--- config.mk ---
export PLATFORM = sky130hd
export DESIGN_NAME = rv32i_inst_encoder
export DESIGN_NICKNAME = d
export VERILOG_FILES = /design/src/rtl/rv32i_inst_encoder.sv
export SDC_FILE = /design/constraint.sdc
export NUM_CORES = 1
export LEC_CHECK = 0
export ABC_AREA = 1
export CAP_MARGIN = 15
export CORE_MARGIN = 4
export CORE_UTILIZATION = 58
export CTS_BUF_LIST = sky130_fd_sc_hd__clkbuf_16
export CTS_CLUSTER_DIAMETER = 150
export CTS_CLUSTER_SIZE = 28
export DETAILED_ROUTE_END_ITERATION = 12
export DONT_BUFFER_PORTS = 1
export PLACE_DENSITY = 0.78
export SLEW_MARGIN = 25
export SYNTH_ARGS = -nofsm -noshare
export SYNTH_HDL_FRONTEND = slang
export SYNTH_SLANG_ARGS = --single-unit
--- constraint.sdc ---
create_clock -name clk -period 2.3 [get_ports clk]
set_input_delay 0.23 -clock clk [delete_from_list [all_inputs] [get_ports clk]]
set_output_delay 0.23 -clock clk [all_outputs]
set_load 0.01 [all_outputs]
--- src/rtl/rv32i_inst_encoder.sv ---
// rv32i_inst_encoder
//   Packs decoded RV32I fields (opcode, funct3, funct7[5], rd, rs1, rs2,
//   immediate) into a 32-bit machine word and buffers the results in a
//   DEPTH-entry FIFO. Words leave over a valid/ready handshake in strict order.
//
//   Optional build macro: RV32I_ENC_CHECK_EN
//     When defined, each accepted bundle is range-checked. Invalid bundles
//     (bad immediate range/alignment, unsupported opcode) are consumed but
//     dropped, and err is set sticky until reset.
//     When undefined, immediates are truncated, unknown opcodes become NOP,
//     and err stays 0.
//
// Ports
//   clk, rst_n                  clock, async active-low reset
//   in_valid/in_ready           field bundle handshake
//   in_opcode..in_imm           decoded instruction fields
//   out_valid/out_ready         encoded word handshake
//   out_inst                    head word (0 while out_valid=0)
//   level                       FIFO occupancy
//   enc_count                   words popped (wraps at 16 bits)
//   err                         sticky encode error
module rv32i_inst_encoder #(
  parameter int DEPTH = 4
) (
  input  logic                     clk,
  input  logic                     rst_n,
  input  logic                     in_valid,
  output logic                     in_ready,
  input  logic [6:0]               in_opcode,
  input  logic [2:0]               in_funct3,
  input  logic                     in_alt,
  input  logic [4:0]               in_rd,
  input  logic [4:0]               in_rs1,
  input  logic [4:0]               in_rs2,
  input  logic [31:0]              in_imm,
  output logic                     out_valid,
  input  logic                     out_ready,
  output logic [31:0]              out_inst,
  output logic [$clog2(DEPTH):0]   level,
  output logic [15:0]              enc_count,
  output logic                     err
);

  localparam int AW = $clog2(DEPTH);
  localparam int LW = AW + 1;

  typedef enum logic [6:0] {
    OP_LUI   = 7'b0110111,
    OP_AUIPC = 7'b0010111,
    OP_JAL   = 7'b1101111,
    OP_JALR  = 7'b1100111,
    OP_BR    = 7'b1100011,
    OP_LOAD  = 7'b0000011,
    OP_STORE = 7'b0100011,
    OP_IMM   = 7'b0010011,
    OP_REG   = 7'b0110011
  } opcode_e;

  localparam logic [31:0] NOP = 32'h0000_0013;

  logic [31:0]   mem_q [DEPTH];
  logic [AW-1:0] wr_ptr_q, wr_ptr_d;
  logic [AW-1:0] rd_ptr_q, rd_ptr_d;
  logic [LW-1:0] level_q,  level_d;
  logic [15:0]   enc_count_q, enc_count_d;
  logic          err_q, err_d;

  logic [31:0]   enc_word;
  logic          is_shift;
  logic          chk_bad;
  logic          accept, push, pop;

  assign is_shift = (in_funct3 == 3'b001) || (in_funct3 == 3'b101);

  // Field packing per instruction format
  always_comb begin
    enc_word = NOP;
    case (in_opcode)
      OP_LUI, OP_AUIPC:
        enc_word = {in_imm[31:12], in_rd, in_opcode};
      OP_JAL:
        enc_word = {in_imm[20], in_imm[10:1], in_imm[11], in_imm[19:12], in_rd, in_opcode};
      OP_JALR:
        enc_word = {in_imm[11:0], in_rs1, 3'b000, in_rd, in_opcode};
      OP_BR:
        enc_word = {in_imm[12], in_imm[10:5], in_rs2, in_rs1, in_funct3,
                    in_imm[4:1], in_imm[11], in_opcode};
      OP_LOAD:
        enc_word = {in_imm[11:0], in_rs1, in_funct3, in_rd, in_opcode};
      OP_STORE:
        enc_word = {in_imm[11:5], in_rs2, in_rs1, in_funct3, in_imm[4:0], in_opcode};
      OP_IMM:
        if (is_shift)
          enc_word = {1'b0, in_alt, 5'b00000, in_imm[4:0], in_rs1, in_funct3, in_rd, in_opcode};
        else
          enc_word = {in_imm[11:0], in_rs1, in_funct3, in_rd, in_opcode};
      OP_REG:
        enc_word = {1'b0, in_alt, 5'b00000, in_rs2, in_rs1, in_funct3, in_rd, in_opcode};
      default:
        enc_word = NOP;
    endcase
  end

`ifdef RV32I_ENC_CHECK_EN
  // Immediate must equal the sign extension of its format's field width
  always_comb begin
    chk_bad = 1'b0;
    case (in_opcode)
      OP_LUI, OP_AUIPC:
        chk_bad = |in_imm[11:0];
      OP_JAL:
        chk_bad = (in_imm[31:20] != {12{in_imm[20]}}) || in_imm[0];
      OP_BR:
        chk_bad = (in_imm[31:12] != {20{in_imm[12]}}) || in_imm[0];
      OP_JALR, OP_LOAD, OP_STORE:
        chk_bad = (in_imm[31:11] != {21{in_imm[11]}});
      OP_IMM:
        if (is_shift)
          chk_bad = |in_imm[31:5];
        else
          chk_bad = (in_imm[31:11] != {21{in_imm[11]}});
      OP_REG:
        chk_bad = 1'b0;
      default:
        chk_bad = 1'b1;
    endcase
  end
`else
  assign chk_bad = 1'b0;
`endif

  assign in_ready  = (level_q != LW'(DEPTH));
  assign out_valid = (level_q != '0);
  assign out_inst  = out_valid ? mem_q[rd_ptr_q] : '0;
  assign level     = level_q;
  assign enc_count = enc_count_q;
  assign err       = err_q;

  assign accept = in_valid && in_ready;
  assign push   = accept && !chk_bad;
  assign pop    = out_valid && out_ready;

  always_comb begin
    wr_ptr_d    = wr_ptr_q;
    rd_ptr_d    = rd_ptr_q;
    level_d     = level_q;
    enc_count_d = enc_count_q;
    err_d       = err_q | (accept & chk_bad);
    if (push) wr_ptr_d = wr_ptr_q + AW'(1);
    if (pop) begin
      rd_ptr_d    = rd_ptr_q + AW'(1);
      enc_count_d = enc_count_q + 16'd1;
    end
    case ({push, pop})
      2'b10:   level_d = level_q + LW'(1);
      2'b01:   level_d = level_q - LW'(1);
      default: level_d = level_q;
    endcase
  end

  always_ff @(posedge clk or negedge rst_n) begin
    if (!rst_n) begin
      wr_ptr_q    <= '0;
      rd_ptr_q    <= '0;
      level_q     <= '0;
      enc_count_q <= '0;
      err_q       <= 1'b0;
    end else begin
      wr_ptr_q    <= wr_ptr_d;
      rd_ptr_q    <= rd_ptr_d;
      level_q     <= level_d;
      enc_count_q <= enc_count_d;
      err_q       <= err_d;
    end
  end

  // Storage needs no reset: entries are only read while level_q != 0
  always_ff @(posedge clk) begin
    if (push) mem_q[wr_ptr_q] <= enc_word;
  end

endmodule

**Word-level counts from Yosys, hierarchy flattened**

Memory sizes are Yosys's and may differ from the RTL's.
Cells that the tools add are included.

- Register bits after elaboration: 23
- Memory bits (writable): 128
- Input port bits: 62
- Output and inout bits: 54
- Word-level logic and storage cells: 36
- Memories kept: 1

- $add $sub $neg: 5
- Equal/unequal tests: 14
- Muxes and demuxes: 6
- Reductions and logical operators: 6

Memory list:

| memory | words | bits a word | rd ports | clocked after Yosys merged registers in | write ports | RTL line | text |
|---|---|---|---|---|---|---|---|
| mem_q | 4 | 32 | 1 | 0 | 1 | 61 | `logic [31:0] mem_q [DEPTH];` |

Operators by type and width:

| kind | number |
|---|---|
| 32-bit case mux with 8 select lines | 1 |
| 32-bit 2-to-1 mux | 2 |
| 7-bit by 6-bit == test with 1-bit output, second input constant | 3 |
| 7-bit == test, second input constant | 3 |
| 16-bit by 1-bit adder with 16-bit output, second input constant | 1 |
| 7-bit by 5-bit == test with 1-bit output, second input constant | 2 |
| 7-bit by 2-bit == test with 1-bit output, second input constant | 1 |
| 3-bit case mux with 2 select lines | 1 |
| 2-bit by 1-bit adder with 2-bit output, second input constant | 2 |
| 3-bit by 1-bit adder with 3-bit output, second input constant | 1 |
| 3-bit by 1-bit == test with 1-bit output, second input constant | 1 |
| 3-bit == test, second input constant | 1 |
| 3-bit != test, second input constant | 1 |
| 3-bit nonzero test | 1 |
| 3-bit by 1-bit subtractor with 3-bit output, second input constant | 1 |
| 2-bit by 1-bit == test with 1-bit output, second input constant | 1 |
| 2-bit == test, second input constant | 1 |
| 1-bit logical AND | 2 |
| 1-bit 2-to-1 mux | 2 |
| 2-bit nonzero test | 1 |
| 2-bit OR reduction | 1 |
| 1-bit logical OR | 1 |

**Longest topological paths before layout**

- Depth after elaboration: 4
- Gate-level depth with buffers: 10
- Depth with buffers taken out: 10

**Worst setup path after synthesis**

Ideal clock, no wire load.

- Kind: reg2reg
- Start point: reg level_q[0] (netlist: level[0])
- End point: mem mem_q[0][0], enable pin
- Arrival: 2.229 ns
- Path slack: -0.350 ns
- Cell stages (with the launch flop): 5
- Clock period less this slack: 2.650 ns
- Cell sequence: dfrtp_1 -> inv_1 -> nand3_1 -> nand2_1 -> nor2_1

- Cells in the longest elaborated chain, start to end: 4

RTL lines:

| element | RTL line | text |
|---|---|---|
| start, declared | 64 | `logic [LW-1:0] level_q, level_d;` |
| start signal, assigned | 171 | `level_q <= level_d;` |
| 3-bit != test | 132 | `assign in_ready = (level_q != LW'(DEPTH));` |
| via in_ready | 28 | `output logic in_ready,` |
| 1-bit logical AND | 139 | `assign accept = in_valid && in_ready;` |
| 1-bit 2-to-1 mux | 179 | `if (push) mem_q[wr_ptr_q] <= enc_word;` |
| 1-bit 2-to-1 mux (not written as such) | 179 |  |
| end, declared | 61 |  |

The timed path passes the listed nets, and every way through them passes these cells.

**Worst setup path after layout**

- Start point: reg rd_ptr_q[0]
- End point: out out_inst[5]

- Cells in the longest elaborated chain, start to end: 2

RTL lines:

| element | RTL line | text |
|---|---|---|
| start, declared | 63 | `logic [AW-1:0] rd_ptr_q, rd_ptr_d;` |
| start signal, assigned | 170 | `rd_ptr_q <= rd_ptr_d;` |
| memory read 4 x 32 bit | n/a |  |
| 32-bit 2-to-1 mux | 134 | `assign out_inst = out_valid ? mem_q[rd_ptr_q] : '0;` |
| end, declared | 38 | `output logic [31:0] out_inst,` |

Every way passes these cells.

==> impl_metrics.csv <==
group,metric,value,unit
floorplan,initial_core_util,59.9,%
clock_network,cts_setup_buffers,0,
global_route,grt_max_degree,34,
logic_synthesis,syn-mean-instance-area,8.78,sq um
floorplan,dieArea,0.0151,sq mm
finish,drive_above_1_share,12.8,%
sta,worstMarginPinSlew,669,ps
sta,drv_slew,0,
sta,min_period,2200,ps
setup_path,reg2reg_slack,230,ps
global_route,gr-total-overflow,0,
finish,finalNetCount,989,
power,swShare,35.6,%
setup_path,required,2070,ps
sta,hold_ws,61.3,ps
route,drc,0,
logic_synthesis,synth.area.top_cells,"edfxtp_1 50%, nand2_1 12%, nor2_1 9.5%",
logic_synthesis,yosysWarningCount,0,
clock_network,clkTransAtPathRegs,60,ps
floorplan,die_x,123,microns
route,routed-via-count,6096,
floorplan,num_rows,41,
setup_path,r2r_cells,9,
worst_hold_path,hp-class,"input port to register",
clock_network,h-tree-depth,4,
route,drt-vias-per-instance,5.51,
clock_network,clk_path_buf_depth,2,
clock_network,cts_tree,"done",
placement,portBuffers,0,
sta,hold_viol_final,0,
route,wire_per_inst,16.2,microns
power,sequentialPowerShare,38.3,%
floorplan,die_h,123,microns
clock_network,cts_buffers,17,
placement,finalWeightedCongestion,0.851,
sta,max_freq,455,MHz
setup_path,critical_path.startpoint,"rd_ptr_q[0]$_DFFE_PN0P_",
global_route,grt_use_total,24.7,%
logic_synthesis,synth-seq-cells,151,
setup_path,critPathKind,"register to output pin",
worst_hold_path,min_path_cells,2,
clock_network,cts.sinks,151,
logic_synthesis,yosysTopAreaCell,"edfxtp_1",
sta,rsz0062_at_grt,"no",
logic_synthesis,synthCells,872,
setup_path,reg2reg_to,"level[2]$_DFFE_PN0P_",
power,leakagePower,3.61,nW
power,p_total,10.5,mW
clock_network,clk_latency,420,ps
logic_synthesis,synth_cell_types,34,
job,drv_cap,0,
power,p_comb_share,36.1,%
sta,post-route-period-util,95.5,%
status,status,"completed",
sta,finalSetupViolations,0,
setup_path,arrival,1970,ps
setup_path,cp_max_fo,25,
worst_hold_path,hold_path_end,"mem_q[3][16]$_DFFE_PP_",
placement,post-dp-hpwl,11700,microns
sta,maxSlewHeadroom,55.2,%
clock_network,cts-root-buf,"clkbuf_16",
global_route,first_global_vias,5673,
finish,final_core_util,68.9,%
route,drt_first_pass_iters,6,
finish,area_growth,14.9,%
route,drtAntennaViolNets,0,
route,drt-initial-drc-count,599,
finish,fillCellCount,948,
power,p_switching,3.74,mW
logic_synthesis,synth_top_area_share,50.2,%
setup_path,start_kind,"register",
power,power_density,1190,mW/mm^2
global_route,grt_pass1_wl,28400,microns
setup_path,crit_path_end_kind,"output pin",
floorplan,core-area,0.0128,sq mm
global_route,antenna_found_initial,0,
power,p_int,6.76,mW
worst_hold_path,hold_path_startpoint,"in_rs1[1]",
logic_synthesis,ys_seq_area_share,57.7,%
power,power_frac_clock,25.6,%
sta,fin_worst_skew,8.27,ps
power,ir_drop,0.673,mV
setup_path,r2r-start,"level[0]$_DFFE_PN0P_",
floorplan,ios,116,
route,wl,18000,microns
logic_synthesis,netlist_area,0.00765,sq mm
## area by class of cell
cell class	instances	area, sq um	area share [%]
well taps	172	215	2.45
flip-flops and latches	151	4420	50.3
clock buffers	17	425	4.84
multi-input cells	649	2920	33.1
repair buffers	58	489	5.56
clock inverters	15	158	1.79
inverters	43	169	1.92
diodes	1	2.50	0.0284
## timing repair
action / CTS / global route
hold endpoints to repair: 23 / 23
gates resized for setup: 0 / 2
hold buffers: 1 / 1
setup endpoints to repair: 0 / 4
## layout by cell type (no fill, tap or decap), types with 5 or more instances in the layout
cell,count
clkbuf_16,17
ha_1,6
o21ai_0,76
nand3_1,53
nor2_2,5
dfrtp_1,22
clkinv_4,6
nand2_1,238
inv_1,35
xor2_1,7
nand4_1,5
nor2_4,5
a21oi_1,34
nor2_1,190
conb_1,9
inv_2,6
edfxtp_1,128
buf_4,51
## flip-flops by register name, summed over array words and instances (netlist names)
signal,flops
rd_ptr_q,2
wr_ptr_q,2
enc_count,16
mem_q,128
level,3
## worst max-delay path, stage by stage (launching register included)
cell and delay [ps]:
dfrtp_4 580, inv_2 100, buf_4 260, o21ai_0 150, a21oi_1 280, buf_4 180
## per-stage QoR
stage | area, sq um | TNS (ps) | worst slack, ps | std cells
finish | 8800 | 0 | 104 | 1106
global route | 8800 | 0 | 26.2 | 1105
global placement | 8190 | 0 | 326 | 1071
detailed placement | 8190 | 0 | 242 | 1071
CTS | 8780 | 0 | 61.4 | 1104
floorplan | 7680 | -44850 | -350 | 879
## synthesized netlist by cell type (all sizes together)
library cell    n
a21oi          34
nand2         243
nor2          200
nor3            4
xnor2           4
nand4           5
dfrtp          23
edfxtp        128
inv            42
clkbuf         17
ha              6
conb            2
nand3          57
fa              1
o2111ai         1
xor2            7
buf            19
o21ai          78
clkinv          1
## power by group through the flow
stage / registers [mW] / clock network [mW] / logic, mW
after floorplan: 3.97 / 0 / 2.23
after global placement: 4.04 / 0 / 3.68
after detailed placement: 4.07 / 0 / 3.77
after CTS: 4.01 / 2.69 / 3.81
after global routing: 4.09 / 2.81 / 4.20
final: 4.02 / 2.68 / 3.79
## worst max path at each step
stage / slack, ps / endpoint
final: 100 / out_inst[5]
after global routing: 30 / out_inst[5]
after CTS: 60 / out_inst[22]
after detailed placement: 240 / level[2]$_DFFE_PN0P_
after global placement: 330 / level[2]$_DFFE_PN0P_
after floorplan: -350 / mem_q[0][0]$_DFFE_PP_
## per-layer routing
metal | GRT usage [%] | part of all wire (%) | vias up
met4 | 8.47 | 1.4 | 0
met1 | 32.1 | 41 | 2834
met5 | 0 | 0 | -
li1 | - | - | 2981
met2 | 39.8 | 48 | 258
met3 | 6.96 | 9.0 | 23
## cell families after synthesis
group                      count (synthesis)  synth area share (%)
and+or+nand+nor                          509                  27.5
other                                      2                0.0981
buffers and inverters                     79                  4.71
adders and majority gates                  7                  1.24
AOI/OAI and AO/OA                        113                  7.44
DFF                                      151                  57.7
xor gates and xnor gates                  11                  1.26
Power figures use the tool's default switching activity.
